$ cat config.mk
export PLATFORM = sky130hd
export DESIGN_NAME = alu_pipe_arbiter_flat
export DESIGN_NICKNAME = d
export VERILOG_FILES = /design/src/rtl/alu_pipe_arbiter_if.sv /design/src/rtl/alu_pipe_arbiter.sv /design/src/flat_wrapper.sv
export SDC_FILE = /design/constraint.sdc
export NUM_CORES = 1
export LEC_CHECK = 0
export CORE_AREA = 2 2 91 93
export CTS_CLUSTER_DIAMETER = 50
export DETAILED_ROUTE_END_ITERATION = 10
export DIE_AREA = 0 0 93 95
export DONT_BUFFER_PORTS = 1
export PLACE_DENSITY = 0.8
export SYNTH_ARGS = -nofsm -noshare
export SYNTH_HDL_FRONTEND = slang
export SYNTH_SLANG_ARGS = --single-unit
$ cat constraint.sdc
create_clock -name clk1 -period 9.3 [get_ports clk1]
set_clock_uncertainty 0.05 [all_clocks]
set_input_delay 1.86 -clock clk1 [delete_from_list [all_inputs] [get_ports clk1]]
set_output_delay 1.86 -clock clk1 [all_outputs]
set_load 0.005 [all_outputs]
$ cat src/rtl/alu_pipe_arbiter_if.sv
// Requester, pipeline and response bundle for alu_pipe_arbiter.
// master = requester/datapath side, slave = arbiter.
interface alu_pipe_arbiter_if #(
    parameter int NREQ = 4,
    parameter int W    = 10
);
    logic              en;
    logic [NREQ-1:0]   req;
    logic [NREQ*W-1:0] op_a;
    logic [NREQ*W-1:0] op_b;
    logic [NREQ*W-1:0] op_c;
    logic [NREQ*W-1:0] op_d;
    logic [NREQ-1:0]   gnt;
    logic [W-1:0]      pipe_a;
    logic [W-1:0]      pipe_b;
    logic [W-1:0]      pipe_c;
    logic [W-1:0]      pipe_d;
    logic              pipe_vld;
    logic [W-1:0]      pipe_f;
    logic [NREQ-1:0]   rsp_vld;
    logic [W-1:0]      rsp_data;
    logic              busy;

    modport master (
        output en, req, op_a, op_b, op_c, op_d, pipe_f,
        input  gnt, pipe_a, pipe_b, pipe_c, pipe_d, pipe_vld, rsp_vld, rsp_data, busy
    );

    modport slave (
        input  en, req, op_a, op_b, op_c, op_d, pipe_f,
        output gnt, pipe_a, pipe_b, pipe_c, pipe_d, pipe_vld, rsp_vld, rsp_data, busy
    );
endinterface

$ cat src/rtl/alu_pipe_arbiter.sv
// Shares one LAT-deep arithmetic pipe among NREQ requesters; ALU_ARB_FIXED_PRIO_EN selects fixed priority.
// Latency: pipe_vld 1 cycle after the grant edge, rsp_vld LAT+1 cycles after it.
// Backpressure: requesters hold req until gnt; en=0 stops new grants while in-flight ops drain.
module alu_pipe_arbiter #(
    parameter int NREQ = 4,
    parameter int W    = 10,
    parameter int LAT  = 4
) (
    input  logic              clk1,
    input  logic              rst,
    alu_pipe_arbiter_if.slave bus
);
    localparam int IDW = $clog2(NREQ);
    localparam int CW  = $clog2(LAT + 2);

    logic [NREQ-1:0]          gnt_c;
    logic [IDW-1:0]           gnt_id;
    logic                     xfer;

    logic [W-1:0]             pa_q, pb_q, pc_q, pd_q;
    logic                     pvld_q;
    logic [LAT-1:0]           tag_vld;
    logic [LAT-1:0][IDW-1:0]  tag_id;
    logic [NREQ-1:0]          rsp_vld_q;
    logic [W-1:0]             rsp_data_q;
    logic [CW-1:0]            cnt;

`ifndef ALU_ARB_FIXED_PRIO_EN
    logic [IDW-1:0]           ptr;
    int                       idx;
`endif

    always_comb begin
        gnt_c  = '0;
        gnt_id = '0;
        xfer   = 1'b0;
`ifndef ALU_ARB_FIXED_PRIO_EN
        idx    = 0;
`endif
        if (!rst && bus.en) begin
`ifdef ALU_ARB_FIXED_PRIO_EN
            for (int i = NREQ - 1; i >= 0; i--) begin
                if (bus.req[IDW'(i)]) begin
                    gnt_id = IDW'(i);
                    xfer   = 1'b1;
                end
            end
`else
            // Scan farthest-first so the requester nearest after ptr is the last writer.
            for (int k = NREQ; k >= 1; k--) begin
                idx = (int'(ptr) + k) % NREQ;
                if (bus.req[IDW'(idx)]) begin
                    gnt_id = IDW'(idx);
                    xfer   = 1'b1;
                end
            end
`endif
            if (xfer) gnt_c[gnt_id] = 1'b1;
        end
    end

    always_ff @(posedge clk1 or posedge rst) begin
        if (rst) begin
            pa_q       <= '0;
            pb_q       <= '0;
            pc_q       <= '0;
            pd_q       <= '0;
            pvld_q     <= 1'b0;
            tag_vld    <= '0;
            tag_id     <= '0;
            rsp_vld_q  <= '0;
            rsp_data_q <= '0;
            cnt        <= '0;
`ifndef ALU_ARB_FIXED_PRIO_EN
            ptr        <= IDW'(NREQ - 1);
`endif
        end else begin
            pvld_q <= xfer;
            if (xfer) begin
                pa_q <= bus.op_a[int'(gnt_id) * W +: W];
                pb_q <= bus.op_b[int'(gnt_id) * W +: W];
                pc_q <= bus.op_c[int'(gnt_id) * W +: W];
                pd_q <= bus.op_d[int'(gnt_id) * W +: W];
`ifndef ALU_ARB_FIXED_PRIO_EN
                ptr  <= gnt_id;
`endif
            end

            // Stage 0 lines up with pipe_vld, stage LAT-1 with pipe_f.
            for (int k = LAT - 1; k >= 1; k--) begin
                tag_vld[k] <= tag_vld[k-1];
                tag_id[k]  <= tag_id[k-1];
            end
            tag_vld[0] <= xfer;
            tag_id[0]  <= gnt_id;

            if (tag_vld[LAT-1]) begin
                rsp_vld_q  <= NREQ'(1) << tag_id[LAT-1];
                rsp_data_q <= bus.pipe_f;
            end else begin
                rsp_vld_q  <= '0;
            end

            // An op retires once its response strobe has been presented.
            if (xfer && !(|rsp_vld_q)) begin
                if (cnt != CW'(LAT + 1)) cnt <= cnt + CW'(1);
            end else if (!xfer && (|rsp_vld_q)) begin
                if (cnt != '0) cnt <= cnt - CW'(1);
            end
        end
    end

    assign bus.gnt      = gnt_c;
    assign bus.pipe_a   = pa_q;
    assign bus.pipe_b   = pb_q;
    assign bus.pipe_c   = pc_q;
    assign bus.pipe_d   = pd_q;
    assign bus.pipe_vld = pvld_q;
    assign bus.rsp_vld  = rsp_vld_q;
    assign bus.rsp_data = rsp_data_q;
    assign bus.busy     = (cnt != '0);
endmodule

$ cat src/flat_wrapper.sv
// flat-port wrapper written by rule: the top's interface ports become plain ports
module alu_pipe_arbiter_flat 
#(
    parameter int NREQ = 4,
    parameter int W    = 10,
    parameter int LAT  = 4
)
  (clk1, rst, bus_en, bus_req, bus_op_a, bus_op_b, bus_op_c, bus_op_d, bus_pipe_f, bus_gnt, bus_pipe_a, bus_pipe_b, bus_pipe_c, bus_pipe_d, bus_pipe_vld, bus_rsp_vld, bus_rsp_data, bus_busy);
  alu_pipe_arbiter_if #(.NREQ(NREQ), .W(W)) bus_i ();
  input  logic clk1;
  input  logic rst;
  input wire logic [$bits(bus_i.en)-1:0] bus_en;
  input wire logic [$bits(bus_i.req)-1:0] bus_req;
  input wire logic [$bits(bus_i.op_a)-1:0] bus_op_a;
  input wire logic [$bits(bus_i.op_b)-1:0] bus_op_b;
  input wire logic [$bits(bus_i.op_c)-1:0] bus_op_c;
  input wire logic [$bits(bus_i.op_d)-1:0] bus_op_d;
  input wire logic [$bits(bus_i.pipe_f)-1:0] bus_pipe_f;
  output wire logic [$bits(bus_i.gnt)-1:0] bus_gnt;
  output wire logic [$bits(bus_i.pipe_a)-1:0] bus_pipe_a;
  output wire logic [$bits(bus_i.pipe_b)-1:0] bus_pipe_b;
  output wire logic [$bits(bus_i.pipe_c)-1:0] bus_pipe_c;
  output wire logic [$bits(bus_i.pipe_d)-1:0] bus_pipe_d;
  output wire logic [$bits(bus_i.pipe_vld)-1:0] bus_pipe_vld;
  output wire logic [$bits(bus_i.rsp_vld)-1:0] bus_rsp_vld;
  output wire logic [$bits(bus_i.rsp_data)-1:0] bus_rsp_data;
  output wire logic [$bits(bus_i.busy)-1:0] bus_busy;
  assign bus_i.en = bus_en;
  assign bus_i.req = bus_req;
  assign bus_i.op_a = bus_op_a;
  assign bus_i.op_b = bus_op_b;
  assign bus_i.op_c = bus_op_c;
  assign bus_i.op_d = bus_op_d;
  assign bus_i.pipe_f = bus_pipe_f;
  assign bus_gnt = bus_i.gnt;
  assign bus_pipe_a = bus_i.pipe_a;
  assign bus_pipe_b = bus_i.pipe_b;
  assign bus_pipe_c = bus_i.pipe_c;
  assign bus_pipe_d = bus_i.pipe_d;
  assign bus_pipe_vld = bus_i.pipe_vld;
  assign bus_rsp_vld = bus_i.rsp_vld;
  assign bus_rsp_data = bus_i.rsp_data;
  assign bus_busy = bus_i.busy;
  alu_pipe_arbiter #(.NREQ(NREQ), .W(W), .LAT(LAT)) u_core (.clk1(clk1), .rst(rst), .bus(bus_i));
endmodule
# Word-level counts from Yosys, hierarchy flattened
# Index checks and enable logic that the tools add are counted.
[word_totals]
in_bits = 177
out_inout_bits = 60
regBits = 72
[op_classes]
eq_ne = 2
n_reduce_logical = 12
mul = 1
n_addsub = 6
mux = 33
shifts = 5
magnitude_cmp = 6
[op_table]
columns = ["op", "n"]
rows = [
  ["$shiftx 40x32->10", 4],
  ["$lt 2x4->1 const B", 4],
  ["$mux 1", 15],
  ["$mux 2", 6],
  ["$mux 3", 4],
  ["$mux 4", 3],
  ["$bmux 1 s2", 4],
  ["$mul 2x3->5 const B", 1],
  ["$add 2x1->2 const B", 2],
  ["$add 2x2->2 const B", 2],
  ["$logic_and 1x1->1", 4],
  ["$reduce_bool 2->1", 2],
  ["$reduce_or 4->1", 1],
  ["$shl 1x2->4 const A", 1],
  ["$add 3x1->3 const B", 1],
  ["$logic_not 1->1", 3],
  ["$lt 2x3->1 const B", 1],
  ["$ne 3x3->1 const B", 1],
  ["$reduce_and 3->1", 1],
  ["$reduce_bool 3->1", 1],
  ["$sub 3x1->3 const B", 1],
  ["$demux 1 s2", 1],
  ["$ge 2x1->1 const B", 1],
  ["$ne 2x2->1 const B", 1],
]

# Depth between registers and ports, before layout
[depth]
word_depth = 15
mapped_depth = 8

# Least setup slack after synthesis
# No wires, ideal clock.
[synth_path]
path_kind = "input to output"
startpoint = "in rst"
endpoint = "out bus_gnt[3]"
arrival_time_ps = 3921
path_slack_ps = 3469
t_required_ps = 7390
path_buffers = 0
cell_stages = 4
path_cell_list = "inv_1 -> nand3_1 -> inv_2 -> and2_1"
[synth_between]
elab_chain_cells = 3
[synth_lines]
columns = ["element", "line", "rtl"]
rows = [
  ["from (decl)", "flat_wrapper.sv:11", "input logic rst;"],
  ["$logic_not 1->1 (no source line)", "-", ""],
  ["$logic_and 1x1->1", "alu_pipe_arbiter.sv:40", "if (!rst && bus.en) begin"],
  ["$mux 4", "alu_pipe_arbiter.sv:40", ""],
  ["to (decl)", "flat_wrapper.sv:19", "output wire logic [$bits(bus_i.gnt)-1:0] bus_gnt;"],
]
# No other way between the ends.

# Worst setup path in the final report
[layout_path]
startpoint = "in bus_req[2]"
endpoint = "out bus_gnt[2]"
[layout_between]
elab_chain_cells = 14
[layout_lines]
columns = ["element", "line", "rtl"]
rows = [
  ["from (decl)", "flat_wrapper.sv:13", "input wire logic [$bits(bus_i.req)-1:0] bus_req;"],
  ["$bmux 1 s2", "alu_pipe_arbiter.sv:52", "if (bus.req[IDW'(idx)]) begin"],
  ["$mux 1 (not written as such) (2 in a row)", "alu_pipe_arbiter.sv:52", ""],
  ["$mux 2 (4 in a row)", "alu_pipe_arbiter.sv:52", ""],
  ["$mux 2", "alu_pipe_arbiter.sv:40", ""],
  ["$lt 2x3->1 (not written as such) or $ge 2x1->1 (tied branches)", "alu_pipe_arbiter.sv:58", "if (xfer) gnt_c[gnt_id] = 1'b1;"],
  ["$logic_and 1x1->1 (not written as such)", "alu_pipe_arbiter.sv:58", ""],
  ["$mux 1 (not written as such)", "alu_pipe_arbiter.sv:58", ""],
  ["$demux 1 s2", "-", ""],
  ["$mux 4 (*)", "alu_pipe_arbiter.sv:58", ""],
  ["$mux 4 (*)", "alu_pipe_arbiter.sv:40", ""],
]
# Every way passes the cells marked *; elsewhere a longest branch is shown, timed or not. The select of a mux whose other input is x is not followed.

==> flow_summary_export.csv <==
group,metric,value,unit
run_status,status,"completed",
routing,avgViaCountPerCell,6.557,
sta,min_period,6.108,ns
grt,grt-ovfl-total,0,
sta,slew_headroom,0.2744,
critical_path,timing.rr.start,"u_core.ptr[1]",
synth,synth.distinct_cells,41,
synth,synth_area,4360,µm²
grt,antenna_found_initial,0,
floorplanning,io-pin-count,237,
job,max_cap_violations,0,
placed_design,io_buffers,0,
power_and_ir_drop,p_seq_frac,0.468,
layout,syn2layout_area_growth,3.472,%
critical_path,cp_data_arrival_time,4.20,ns
clocking,cts-root-buf,"clkbuf_8",
critical_path,crit_fanout,60,
clocking,cts_buffer_depth,2,
clocking,cts.sink_count,71,
critical_path,critPathKind,"primary input to output port",
sta,fin_tns_setup,0,ns
critical_path,crit_slowest_cell,"o21ai_4",
sta,rsz0062_at_grt,"no",
clocking,cts-buffers-inserted,9,
critical_path,max_stage_delay,0.82,ns
routing,drc,0,
critical_path,cp_num_buf_inv,1,
synth,syn_inst,420,
synth,async_flop_share,1.000,
layout,layout-drive-gt1-share,0.2198,
routing,wirelength,11200,µm
layout,nNetsFinal,578,
power_and_ir_drop,p_clk_frac,0.241,
sta,setup_viol,0,
grt,grt_use_total,0.2394,
routing,drtPass1Iterations,4,
routing,first_iter_violations,137,
sta,fin_crit_sh,0.6568,
synth,synth_area_leaders,"dfrtp_1 (40%), a211oi_1 (13%), a211oi_2 (13%)",
sta,slew_viol_final,0,
layout,antennaDiodeCount,0,
power_and_ir_drop,p_per_area,219.4,nW/µm²
sta,hold_ws,0.3015,ns
placed_design,dp_hpwl,7954,µm
floorplanning,row_count,33,
critical_path,crit_path_start_kind,"primary input",
clocking,cts_max_level,3,
floorplanning,die_h,95,µm
power_and_ir_drop,total_leakage_power,1.868,nW
clocking,cts_tree,"built",
critical_path,crit_path_end_kind,"output port",
synth,ys_ff_latch,71,
routing,ant_nets,0,
power_and_ir_drop,swShare,0.3643,
critical_path,path_delay_family,"compound AO/OA/AOI/OAI gates",
synth,syn_nets,598,
floorplanning,coreArea,7928,µm²
clocking,clkTransAtPathRegs,0.07,ns
clocking,cts_setup_buffers,0,
hold_path,worstHoldStart,"u_core.tag_id[1]",
synth,post-synth-top-area-cell,"dfrtp_1",
power_and_ir_drop,power.switching,0.3607,mW
grt,grt_pass1_wl,16500,µm
synth,ys.flop_type,"dfrtp_1",
sta,hold_viol,0,
synth,synth_top_area_share,0.3960,
routing,wl_per_cell,21.96,µm
sta,worst_pin_slew,1.084,ns
grt,grt_max_degree,72,
routing,vias,3344,
layout,final_util,0.5691,
layout,nFillCells,689,
sta,maxClockFrequency,163.7,MHz
hold_path,hold_class,"register to register",
power_and_ir_drop,power.ir.vdd_worst,0.08605,mV
hold_path,min_path_cells,0,
critical_path,reg2reg_depth,6,
synth,synth_edf_count,0,
power_and_ir_drop,p_int,0.6294,mW
critical_path,cp_num_cells,5,
critical_path,path_cells,"nor2b_1, o21ai_4, a21o_4, buf_4, nor2_1",
critical_path,crit_start,"bus_req[2]",
clocking,clock_latency,0.33,ns
floorplanning,die_w,93,µm
grt,grt_pass1_vias,3291,
synth,yosysWarnings,0,
critical_path,required,7.39,ns
floorplanning,start_util,0.5500,
synth,synth.avg_cell_area,10.38,µm²
power_and_ir_drop,p_comb_frac,0.292,
clocking,cts_hold_buf,0,
floorplanning,die_area,8835,µm²
synth,yosysSeqAreaShare,0.4080,
clocking,cts_resized,0,
placed_design,gp_congestion,0.7764,
==> synth_stat cells, types with 2 or more instances <==
cell,instances
o21ai_1,2
buf_4,6
nand2b_1,3
a211oi_2,45
inv_1,45
nor2_1,48
nor3_1,4
a31oi_1,3
inv_2,2
and3_1,3
buf_2,9
dfstp_2,2
clkbuf_1,17
nand2_1,6
a211oi_1,78
mux2_2,10
dfrtp_1,69
and2_1,2
buf_12,4
mux2i_1,41
==> power by group through the flow <==
| stage | clock [mW] | sequential (mW) | combinational [mW] |
|---|---|---|---|
| floorplan | 0 | 0.438 | 0.268 |
| global placement | 0 | 0.463 | 0.275 |
| detailed placement | 0 | 0.468 | 0.290 |
| CTS | 0.247 | 0.463 | 0.290 |
| global route | 0.259 | 0.472 | 0.316 |
| finish | 0.238 | 0.463 | 0.289 |
==> cell families (layout without fill, tap and decap cells) <==
family                     count (synthesis)  in the layout  synth area share
AOI/OAI and AO/OA                        135            135            0.2849
buffers and inverters                     84             69           0.09555
and+or+nand+nor                           77             77           0.08494
DFF                                       71             71            0.4080
muxes                                     51             51            0.1199
adders and majority gates                  1              1          0.004591
xor gates and xnor gates                   1              1          0.002009
==> area by class of cell <==
| class | instances | area (µm²) | share of cell area |
|---|---|---|---|
| sequential | 71 | 1779 | 0.3943 |
| timing repair buffer | 5 | 37.54 | 0.008319 |
| tap | 105 | 131.4 | 0.02912 |
| clock buffer | 10 | 127.6 | 0.02829 |
| clock inverter | 6 | 62.56 | 0.01387 |
| multi-input combinational | 265 | 2191 | 0.4856 |
| inverter | 48 | 182.7 | 0.04049 |
==> metal layers <==
layer  routed length (µm)  vias to the layer above  track usage
li1                     -                     1493            -
met5                    0                        -            0
met1                 4194                     1665       0.2915
met3                  903                       14      0.05587
met4                  142                        0      0.08824
met2                 5962                      172       0.4155
==> sequential cells by signal (all words and copies together), names as in the netlist <==
signal	flops
u_core.bus.pipe_a	10
u_core.bus.pipe_b	10
u_core.bus.pipe_c	10
u_core.bus.pipe_d	10
u_core.bus.rsp_data	10
u_core.bus.rsp_vld	4
u_core.cnt	3
u_core.ptr	2
u_core.tag_id	8
u_core.tag_vld	4
==> metrics by stage <==
step / area (µm²) / cells / total power [mW] / setup WS [ns]
after floorplan: 4360 / 420 / 0.7067 / 3.469
after global placement: 4322 / 494 / 0.7380 / 3.270
after detailed placement: 4322 / 494 / 0.7576 / 3.195
after CTS: 4512 / 510 / 1.000 / 3.199
after global routing: 4512 / 510 / 1.047 / 3.040
final: 4512 / 510 / 0.9901 / 3.192
==> worst paths after layout <==
check,end,slack (ns)
max,bus_gnt[2],3.19
min,u_core.tag_id[3],0.30
max reg2reg,u_core.bus.pipe_b[6],5.89
min reg2reg,u_core.tag_id[3],0.30
max in group asynchronous,u_core.bus.pipe_b[3],6.96
min in group asynchronous,u_core.tag_id[0],1.65
==> layout by cell type (no fill, tap or decap), types with 2 or more instances in the layout <==
cell type and n:
inv_1 44, clkinvlp_4 3, nand2b_1 3, dfstp_2 2, clkbuf_8 9, mux2_2 10, a31oi_1 3, and2_1 2
clkinv_2 2, a211oi_1 78, buf_4 5, nand2_1 6, and3_1 3, a211oi_2 45, inv_2 3, nor2_1 47
nor3_1 4, mux2i_1 41, dfrtp_1 69
No activity file was read; power rests on OpenSTA's default activity.
